--- src/rtl/sprite_pkg.sv ---
// sprite_pkg: shared widths, sprite beat type and scheduler states.
package sprite_pkg;
   localparam int CANVAS_WIDTH  = 360;
   localparam int CANVAS_HEIGHT = 720;
   localparam int NUM_FRAMES    = 5;
   localparam int X_W = $clog2(CANVAS_WIDTH);
   localparam int Y_W = $clog2(CANVAS_HEIGHT);
   localparam int F_W = $clog2(NUM_FRAMES);

   typedef struct packed {
      logic [X_W-1:0] x;
      logic [Y_W-1:0] y;
      logic [F_W-1:0] frame;
   } sprite_t;

   typedef enum logic [1:0] {WAIT_FRAME, GAME, CURSOR, DONE} sched_state_t;
endpackage

--- src/rtl/sprite_fifo.sv ---
// sprite_fifo: synchronous FIFO of sprite beats with flush; DEPTH must be a power of 2.
module sprite_fifo
   import sprite_pkg::*;
#(
   parameter int DEPTH = 8
) (
   input  logic    clk_pixel_in,
   input  logic    rst_n_in,
   input  logic    push,
   input  logic    pop,
   input  logic    flush,
   input  sprite_t data,
   output logic    full,
   output logic    empty,
   output sprite_t head
);
   localparam int AW = $clog2(DEPTH);

   sprite_t mem [DEPTH];
   logic [AW-1:0] wr_ptr, rd_ptr;
   logic [AW:0] count;
   logic do_push, do_pop;

   always_comb begin
      full    = count == (AW+1)'(DEPTH);
      empty   = count == '0;
      head    = mem[rd_ptr];
      do_pop  = pop && !empty;
      do_push = push && (!full || do_pop);
   end

   always_ff @(posedge clk_pixel_in)
      if (do_push) mem[wr_ptr] <= data;

   always_ff @(posedge clk_pixel_in or negedge rst_n_in)
      if (!rst_n_in) begin
         wr_ptr <= '0;
         rd_ptr <= '0;
         count  <= '0;
      end else if (flush) begin
         wr_ptr <= '0;
         rd_ptr <= '0;
         count  <= '0;
      end else begin
         if (do_push) wr_ptr <= wr_ptr + AW'(1);
         if (do_pop) rd_ptr <= rd_ptr + AW'(1);
         count <= count + (AW+1)'(do_push) - (AW+1)'(do_pop);
      end
endmodule

--- src/rtl/sprite_scheduler.sv ---
// sprite_scheduler: per-frame sprite sequencer; issues buffered processor sprites in order
// and appends the latched mouse cursor as the final beat of each frame.
module sprite_scheduler
   import sprite_pkg::*;
#(
   parameter int MAX_SPRITES  = 64,
   parameter int FIFO_DEPTH   = 8,
   parameter int CURSOR_FRAME = 0
) (
   input  logic                              clk_pixel_in,
   input  logic                              rst_n_in,
   input  logic                              new_frame_in,
   input  logic                              proc_valid_in,
   output logic                              proc_ready_out,
   input  logic [X_W-1:0]                    proc_x_in,
   input  logic [Y_W-1:0]                    proc_y_in,
   input  logic [F_W-1:0]                    proc_frame_in,
   input  logic                              proc_last_in,
   input  logic                              cursor_en_in,
   input  logic [X_W-1:0]                    cursor_x_in,
   input  logic [Y_W-1:0]                    cursor_y_in,
   output logic                              spr_valid_out,
   input  logic                              spr_ready_in,
   output logic [X_W-1:0]                    spr_x_out,
   output logic [Y_W-1:0]                    spr_y_out,
   output logic [F_W-1:0]                    spr_frame_out,
   output logic                              spr_is_cursor_out,
   output logic                              overrun_out,
   output logic [7:0]                        drop_count_out,
   output logic [$clog2(MAX_SPRITES+2)-1:0]  issue_count_out
);
   localparam int AW = $clog2(MAX_SPRITES + 1);
   localparam int IW = $clog2(MAX_SPRITES + 2);

   sched_state_t state, state_nx;
   sprite_t in_spr, fifo_head, out_spr, cursor_spr;
   logic full, empty, push, pop, in_hs, out_hs, room, game_done, load_cursor, overrun;
   logic cur_en, seen_last, out_cursor;
   logic [X_W-1:0] cur_x;
   logic [Y_W-1:0] cur_y;
   logic [AW-1:0] acc_cnt;

   sprite_fifo #(.DEPTH(FIFO_DEPTH)) u_fifo (
      .clk_pixel_in(clk_pixel_in),
      .rst_n_in    (rst_n_in),
      .push        (push),
      .pop         (pop),
      .flush       (new_frame_in),
      .data        (in_spr),
      .full        (full),
      .empty       (empty),
      .head        (fifo_head)
   );

   always_ff @(posedge clk_pixel_in or negedge rst_n_in)
      if (!rst_n_in) state <= WAIT_FRAME;
      else state <= state_nx;

   always_comb begin
      state_nx = state;
      if (new_frame_in) state_nx = GAME;
      else if (game_done) state_nx = cur_en ? CURSOR : DONE;
      else if (state == CURSOR && spr_ready_in) state_nx = DONE;
   end

   // ready is withheld during new_frame so no handshaken beat is lost to the flush
   always_comb begin
      proc_ready_out = state == GAME && !full && !seen_last && !new_frame_in;
      in_hs       = proc_valid_in && proc_ready_out;
      room        = acc_cnt < AW'(MAX_SPRITES);
      push        = in_hs && room;
      out_hs      = spr_valid_out && spr_ready_in;
      pop         = state == GAME && !empty && (!spr_valid_out || spr_ready_in) && !new_frame_in;
      game_done   = state == GAME && seen_last && empty && !spr_valid_out;
      load_cursor = game_done && cur_en;
      overrun     = new_frame_in && (state == GAME || state == CURSOR) &&
                    (!empty || spr_valid_out || cur_en);
      in_spr      = '{x: proc_x_in, y: proc_y_in, frame: proc_frame_in};
      cursor_spr  = '{x: cur_x, y: cur_y, frame: F_W'(CURSOR_FRAME)};
   end

   always_ff @(posedge clk_pixel_in or negedge rst_n_in)
      if (!rst_n_in) begin
         spr_valid_out <= 1'b0;
         out_cursor    <= 1'b0;
         out_spr       <= '0;
      end else if (new_frame_in) begin
         spr_valid_out <= 1'b0;
         out_cursor    <= 1'b0;
      end else if (state == GAME && (!spr_valid_out || spr_ready_in)) begin
         spr_valid_out <= !empty || load_cursor;
         out_cursor    <= load_cursor;
         out_spr       <= empty ? cursor_spr : fifo_head;
      end else if (state == CURSOR && spr_ready_in) begin
         spr_valid_out <= 1'b0;
         out_cursor    <= 1'b0;
      end

   always_ff @(posedge clk_pixel_in or negedge rst_n_in)
      if (!rst_n_in) begin
         cur_x           <= '0;
         cur_y           <= '0;
         cur_en          <= 1'b0;
         seen_last       <= 1'b0;
         acc_cnt         <= '0;
         drop_count_out  <= '0;
         issue_count_out <= '0;
         overrun_out     <= 1'b0;
      end else if (new_frame_in) begin
         cur_x           <= cursor_x_in;
         cur_y           <= cursor_y_in;
         cur_en          <= cursor_en_in;
         seen_last       <= 1'b0;
         acc_cnt         <= '0;
         drop_count_out  <= '0;
         issue_count_out <= '0;
         overrun_out     <= overrun;
      end else begin
         overrun_out <= 1'b0;
         if (in_hs && proc_last_in) seen_last <= 1'b1;
         if (push) acc_cnt <= acc_cnt + AW'(1);
         if (in_hs && !room && drop_count_out != 8'hff) drop_count_out <= drop_count_out + 8'd1;
         if (out_hs) issue_count_out <= issue_count_out + IW'(1);
      end

   assign spr_x_out         = out_spr.x;
   assign spr_y_out         = out_spr.y;
   assign spr_frame_out     = out_spr.frame;
   assign spr_is_cursor_out = out_cursor;
endmodule

--- config.mk ---
export PLATFORM = sky130hd
export DESIGN_NAME = sprite_scheduler
export DESIGN_NICKNAME = d
export VERILOG_FILES = /design/src/rtl/sprite_pkg.sv /design/src/rtl/sprite_fifo.sv /design/src/rtl/sprite_scheduler.sv
export SDC_FILE = /design/constraint.sdc
export NUM_CORES = 1
export LEC_CHECK = 0
export BUFFER_PORTS_ARGS = -buffer_cell sky130_fd_sc_hd__buf_4
export CAP_MARGIN = 20
export CELL_PAD_IN_SITES_DETAIL_PLACEMENT = 1
export CELL_PAD_IN_SITES_GLOBAL_PLACEMENT = 1
export CORE_UTILIZATION = 51
export DETAILED_ROUTE_END_ITERATION = 10
export PLACE_DENSITY = 0.78
export SLEW_MARGIN = 20
export SYNTH_ARGS = -nofsm -noshare
export SYNTH_HDL_FRONTEND = slang
export SYNTH_SLANG_ARGS = --single-unit
--- constraint.sdc ---
create_clock -name clk_pixel_in -period 4.6 [get_ports clk_pixel_in]
set_clock_uncertainty 0.05 [all_clocks]
set_input_delay 0.23 -clock clk_pixel_in [delete_from_list [all_inputs] [get_ports clk_pixel_in]]
set_output_delay 0.23 -clock clk_pixel_in [all_outputs]
set_load 0.05 [all_outputs]
# Word-level counts from Yosys, hierarchy flattened
# Memories as Yosys holds them, arrays and structs flattened.
# Cells that the tools add are included.
# totals
ff_bits	80
mem_bits_rw	176
output_inout_bits	41
wordCells	101
memories	1
# mem_list
name	words	width	read_ports	rd_clocked_by_memory_dff	write_ports	line	source
u_fifo.mem	8	22	1	0	1	sprite_fifo.sv:19	sprite_t mem [DEPTH];
# op_classes
addsub	7
order_cmp	1
eq_ne	4
n_mux	26
bitwise_logic	1
n_reduce_logical	44
# op_table
op	n
$mux W7	4
$logic_and A1 B1 Y1	22
$mux W22	1
$mux W8	2
$add A7 B1 Y7 const B	2
$mux W3	4
$reduce_bool A2 Y1	6
$mux W1	11
$add A8 B1 Y8 const B	1
$ne A8 B8 Y1 const B	1
$lt A7 B7 Y1 const B	1
$add A3 B1 Y3 const B	2
$logic_not A1 Y1	6
$logic_or A1 B1 Y1	6
$mux W2	3
$reduce_bool A3 Y1	2
$add A4 B1 Y4	1
$eq A4 B4 Y1 const B	1
$logic_not A4 Y1	1
$mux W4	1
$sub A4 B1 Y4	1
$eq A2 B1 Y1 const B	1
$eq A2 B2 Y1 const B	1
$reduce_and A2 Y1	1
$not A1 Y1	1

# Depth between registers and ports, before layout
# depth
ltp_word	11
ltp_mapped	12

# Modules after synthesis
# A second synthesis with hierarchy kept.
# hier_totals
hier_cells	632
area_unflattened_um2	10714.0
# modules_own_cells
mod	n_inst	cells_per_inst	area_per_inst_um2
sprite_fifo	1	340	7518.5
sprite_scheduler	1	292	3195.6

# Worst setup path after synthesis
# OpenSTA, ideal clock, no wires.
# synth_timing
path_kind	register to register
start	register state[1]
end	memory u_fifo.mem[2][0] (netlist bit) (enable)
arrival_time_ns	3.641
required_ns	4.085
setup_slack_ns	0.444
path_stages_with_launch	7
n_path_buf	1
path_cell_list	dfrtp_1 inv_1 ha_1 nand4bb_4 or3_1 buf_2 nor4b_1
# synth_between
elab_chain_cells	9
word_cells_on_any_way	14
# synth_rtl
item	line	source
start: declaration	sprite_scheduler.sv:35	sched_state_t state, state_nx;
start signal: assignment	sprite_scheduler.sv:57	else state <= state_nx;
$eq A2 B1 Y1 *	sprite_scheduler.sv:68, sprite_scheduler.sv:73	
$logic_and A1 B1 Y1, on equally long branches (3 in series)	sprite_scheduler.sv:68, sprite_scheduler.sv:73	
$logic_and A1 B1 Y1, on equally long branches	sprite_scheduler.sv:69, sprite_fifo.sv:28	
$logic_and A1 B1 Y1 / $logic_or A1 B1 Y1 (equally long branches)	sprite_scheduler.sv:71, sprite_fifo.sv:29	
$logic_and A1 B1 Y1 *	sprite_fifo.sv:29	do_push = push && (!full || do_pop);
$mux W1 *	sprite_fifo.sv:33	if (do_push) mem[wr_ptr] <= data;
$mux W1 (implied by the code) *	sprite_fifo.sv:33	
end: declaration	sprite_fifo.sv:19	
# Mark *: on every way between the ends. The rest lies on a longest branch, timed or not.

# Worst setup path in the final report
# layout_timing
start	register state[1]
end	register u_fifo.count[2]
# layout_between
elab_chain_cells	10
word_cells_on_any_way	15
# layout_rtl
item	line	source
$eq A2 B1 Y1 *	sprite_scheduler.sv:68, sprite_scheduler.sv:73	
$logic_and A1 B1 Y1, on equally long branches (3 in series)	sprite_scheduler.sv:68, sprite_scheduler.sv:73	
$logic_and A1 B1 Y1, on equally long branches	sprite_scheduler.sv:69, sprite_fifo.sv:28	
$logic_and A1 B1 Y1 / $logic_or A1 B1 Y1 (equally long branches)	sprite_scheduler.sv:71, sprite_fifo.sv:29	
$logic_and A1 B1 Y1	sprite_fifo.sv:29	
$add A4 B1 Y4	sprite_fifo.sv:47	count <= count + (AW+1)'(do_push) - (AW+1)'(do_pop);
$sub A4 B1 Y4 *	sprite_fifo.sv:47	
$mux W4 *	sprite_fifo.sv:40	end else if (flush) begin
end signal: assignment	sprite_fifo.sv:47	
end: declaration	sprite_fifo.sv:21	logic [AW:0] count;
# Marks and branches as above.
# A chain may end at the register's enable or synchronous reset.

==> impl_metrics.ini <==
[status]
run_status = completed

[yosys]
post_synth_mux_area_share = 0.144
synth_top_cell_area_share = 0.513
average_cell_area_after_synthesis_um2 = 17.4
synthAdderAreaFrac = 0.0165
synthSimpleGateAreaFrac = 0.0646
synth_top_family_by_area = multiplexers
number_of_enable_flip_flop_cells_after_synthesis = 176
synth_compound_area_frac = 0.0385
synthXorXnorAreaFrac = 0.00936
cells_after_synthesis = 593
postSynth.topFlopCell = edfxtp_1
synth.ff_latch_count = 256
synth_top_cell_by_area = edfxtp_1
post_synth_instance_area_mm2 = 0.0103
postSynthNetCount = 654
synth.yosys.seq_area_share = 0.708
yosysWarningCount = 0
count_of_distinct_cell_types_in_the_synthesized_netlist = 49
ys_async_sr_fraction = 0.313
netlist_top_cells_area = edfxtp_1, dfrtp_1, mux4_2

[critical_path]
reg2reg_depth = 10
worst-path-max-fanout = 24
timing.critical_path.slowest_cell_delay_ps = 590
worstSetupEndpointType = flip-flop
cp_num_buf_inv = 1
worstReg2RegEnd = u_fifo.count[2]$_DFF_PN0_
worstSetupPathType = reg2reg
cp_slowest_cell = nand2_1
path_delay_family = simple AND/OR/NAND/NOR gates
timing.critical_path.from_type = flip-flop
path_common_cell = nand2_1
path_cells = inv_1 > ha_1 > nor2b_1 > nand2_1 > nand2_1 > nand2_1 > ha_1 > fa_1 > xnor2_1 > nor2_1
timing.critical_path.required_ps = 4940
cp_data_arrival_time_ps = 3330
rrSetupSlack_ps = 1610
crit-reg2reg-launch = state[1]$_DFFE_PN0P_

[finish]
area_taken_by_flip_flops_and_latches_mm2 = 0.00729
antenna_cells_inserted = 0
areaGrowthSynthToFinish_pct = 21.7
layout-drive-gt1-share = 0.278
post-route-cell-area_mm2 = 0.0125
num-fill-cells = 1770
multiInputGateArea_mm2 = 0.00285
finalNetCount = 799
finish.utilization = 0.638

[sta]
finalHoldViolations = 0
slew_headroom = 0.300
final.setup.tns_ps = 0
setup_repair_after_global_routing_missed_its_margin = false
layout_min_cycle_time_ps = 2990
drv_slew = 0
worst_slew_pin_slew_ps = 1050
final.period_utilization = 0.650
setup_viol_count_final = 0
clock.fmax_mhz = 334

[hold_path]
min_path_type = in2reg
min_to = acc_cnt[5]$_DFFE_PN0P_
hold_path_startpoint = proc_valid_in
timing.hold.worst_path_depth = 5

[clock_tree]
tritoncts = yes
cts_htree_levels = 1
clockRootBuffer = clkbuf_16
post-cts-setup-buffers = 0
clock_network_latency_to_the_later_pin_of_the_worst_skew_pair_ps = 530
cts.repair.resized = 0
cts.path.max_buffers = 3
clkSinkCount = 256
cts_bufs_inserted = 27
path_clk_slew_ps = 60

[placed_design]
finalWeightedCongestion = 0.762
placement_cell_area_mm2 = 0.0112
hpwlAfterDp_mm = 13.7
placement.io_buffers = 88

[die]
core_area_mm2 = 0.0197
die_area_mm2 = 0.0208
placement_rows = 51
dieHeight_um = 144
initial_core_util = 0.524
die_w_um = 144
pin_count = 89

[power]
combinational_cell_fraction_of_total_power = 0.265
pwr-share-seq = 0.429
clock_power_share = 0.306
power.density_mw_per_mm2 = 533
leakage_nw = 4.58
design_power_total_mw = 6.67
intPower_mw = 4.58
power.switching_fraction = 0.314
vdd_ir_drop_max_v = 0.000295
switching_power_mw = 2.09

[grt]
grt_pass1_vias = 6379
grt_max_degree = 81
wire_length_of_the_first_global_routing_pass_mm = 36.1
gr-total-overflow = 0
grtUsageTotal = 0.237
grt_antenna_before_repair = 0

[routing]
drt-total-wl_mm = 23.7
drc_errors = 0
vias_per_cell = 5.76
drt-pass1-iter-count = 5
first_iter_violations = 340
via_count = 5895
routed_wl_per_cell_um = 23.1
final_antenna_net_count = 0

[flow_run]
maxcap_viol_count = 0
==> worst max-delay path by stage <==
stage | start | to | slack (ps) | depth (start not counted)
after floorplan | state[1]$_DFFE_PN0P_ | u_fifo.mem[2][0]$_DFFE_PP_ | 440 | 6
after global placement | state[1]$_DFFE_PN0P_ | u_fifo.count[2]$_DFF_PN0_ | 1790 | 10
after detailed placement | state[1]$_DFFE_PN0P_ | u_fifo.count[2]$_DFF_PN0_ | 1680 | 10
after CTS | state[1]$_DFFE_PN0P_ | u_fifo.count[3]$_DFF_PN0_ | 1610 | 11
after global routing | state[1]$_DFFE_PN0P_ | u_fifo.count[2]$_DFF_PN0_ | 1390 | 10
final | state[1]$_DFFE_PN0P_ | u_fifo.count[2]$_DFF_PN0_ | 1610 | 10
==> timing repair <==
item,4_1_cts,5_1_grt
hold buffers,45,0
endpoints found under the setup margin,0,0
endpoints found under the hold margin,278,0
==> worst min-delay path, cell delays in order <==
cell       delay, ps
buf_4            120
nand4bb_4        100
nor4_1            70
xnor2_1          120
nor2_1            40
==> power groups by stage <==
stage	clock network (mW)	logic, mW	registers (mW)
after floorplan	0	0.948	3.16
after global placement	0	1.67	2.89
after detailed placement	0	1.72	2.90
after CTS	2.08	1.77	2.86
after global routing	2.16	1.88	2.89
final	2.04	1.77	2.87
==> cells in the mapped netlist (all sizes together), types with 3 or more instances <==
cell type / n
mux4: 44
o31ai: 4
edfxtp: 176
dfrtp: 80
mux2: 20
mux2i: 26
or3: 6
nor2: 37
xnor2: 8
a221o: 19
o21ai: 10
inv: 7
clkbuf: 12
buf: 17
nor2b: 3
xor2: 3
nand2: 39
ha: 12
and3: 4
nor3b: 4
nor3: 10
nor4: 3
a21oi: 16
nand3: 10
==> per-stage QoR <==
stage	worst slack, ps	hold slack [ps]	std cells
2_1_floorplan	444	-116	593
3_3_place_gp	1790	401	929
3_5_place_dp	1680	406	929
4_1_cts	1610	116	1024
5_1_grt	1390	157	1024
6_report	1610	132	1024
==> sequential cells by signal (all words and copies together) (netlist names), 2 cells and up <==
name	flops
state	2
drop_count_out	8
cur_y	10
cur_x	9
acc_cnt	7
u_fifo.rd_ptr	3
issue_count_out	7
u_fifo.mem	176
u_fifo.wr_ptr	3
spr_y_out	10
spr_frame_out	3
spr_x_out	9
u_fifo.count	4
==> cell usage in the layout, fill, tap and decap left out, types with 26 or more instances in the layout <==
cell             n
buf_4           99
clkbuf_16       27
dfrtp_1         79
dlygate4sd3_1   45
edfxtp_1       176
mux2i_1         26
mux4_2          44
nand2_1         39
nor2_1          35
==> layout make-up <==
type | count | share of cell area
tap | 265 | 0.0265
timing repair buffer | 145 | 0.0962
clock inverter | 16 | 0.00989
inverter | 8 | 0.00240
sequential | 256 | 0.582
multi-input combinational | 300 | 0.227
clock buffer | 34 | 0.0560
==> per-layer routing <==
metal  global-route usage  wire, um  vias to the layer above
met2                0.412     12000                      171
met3               0.0308      1050                       35
met5                    0         0                        -
li1                     -         -                     2617
met1                0.319     10200                     3072
met4               0.0560       413                        0
==> logic make-up after synthesis <==
kind of cell	after synthesis
AOI/OAI and AO/OA	55
xor gates and xnor gates	11
adders and majority gates	13
and+or+nand+nor	131
DFF	256
muxes	90
buffers and inverters	37
Note: power is estimated with default switching activity, not from simulation.
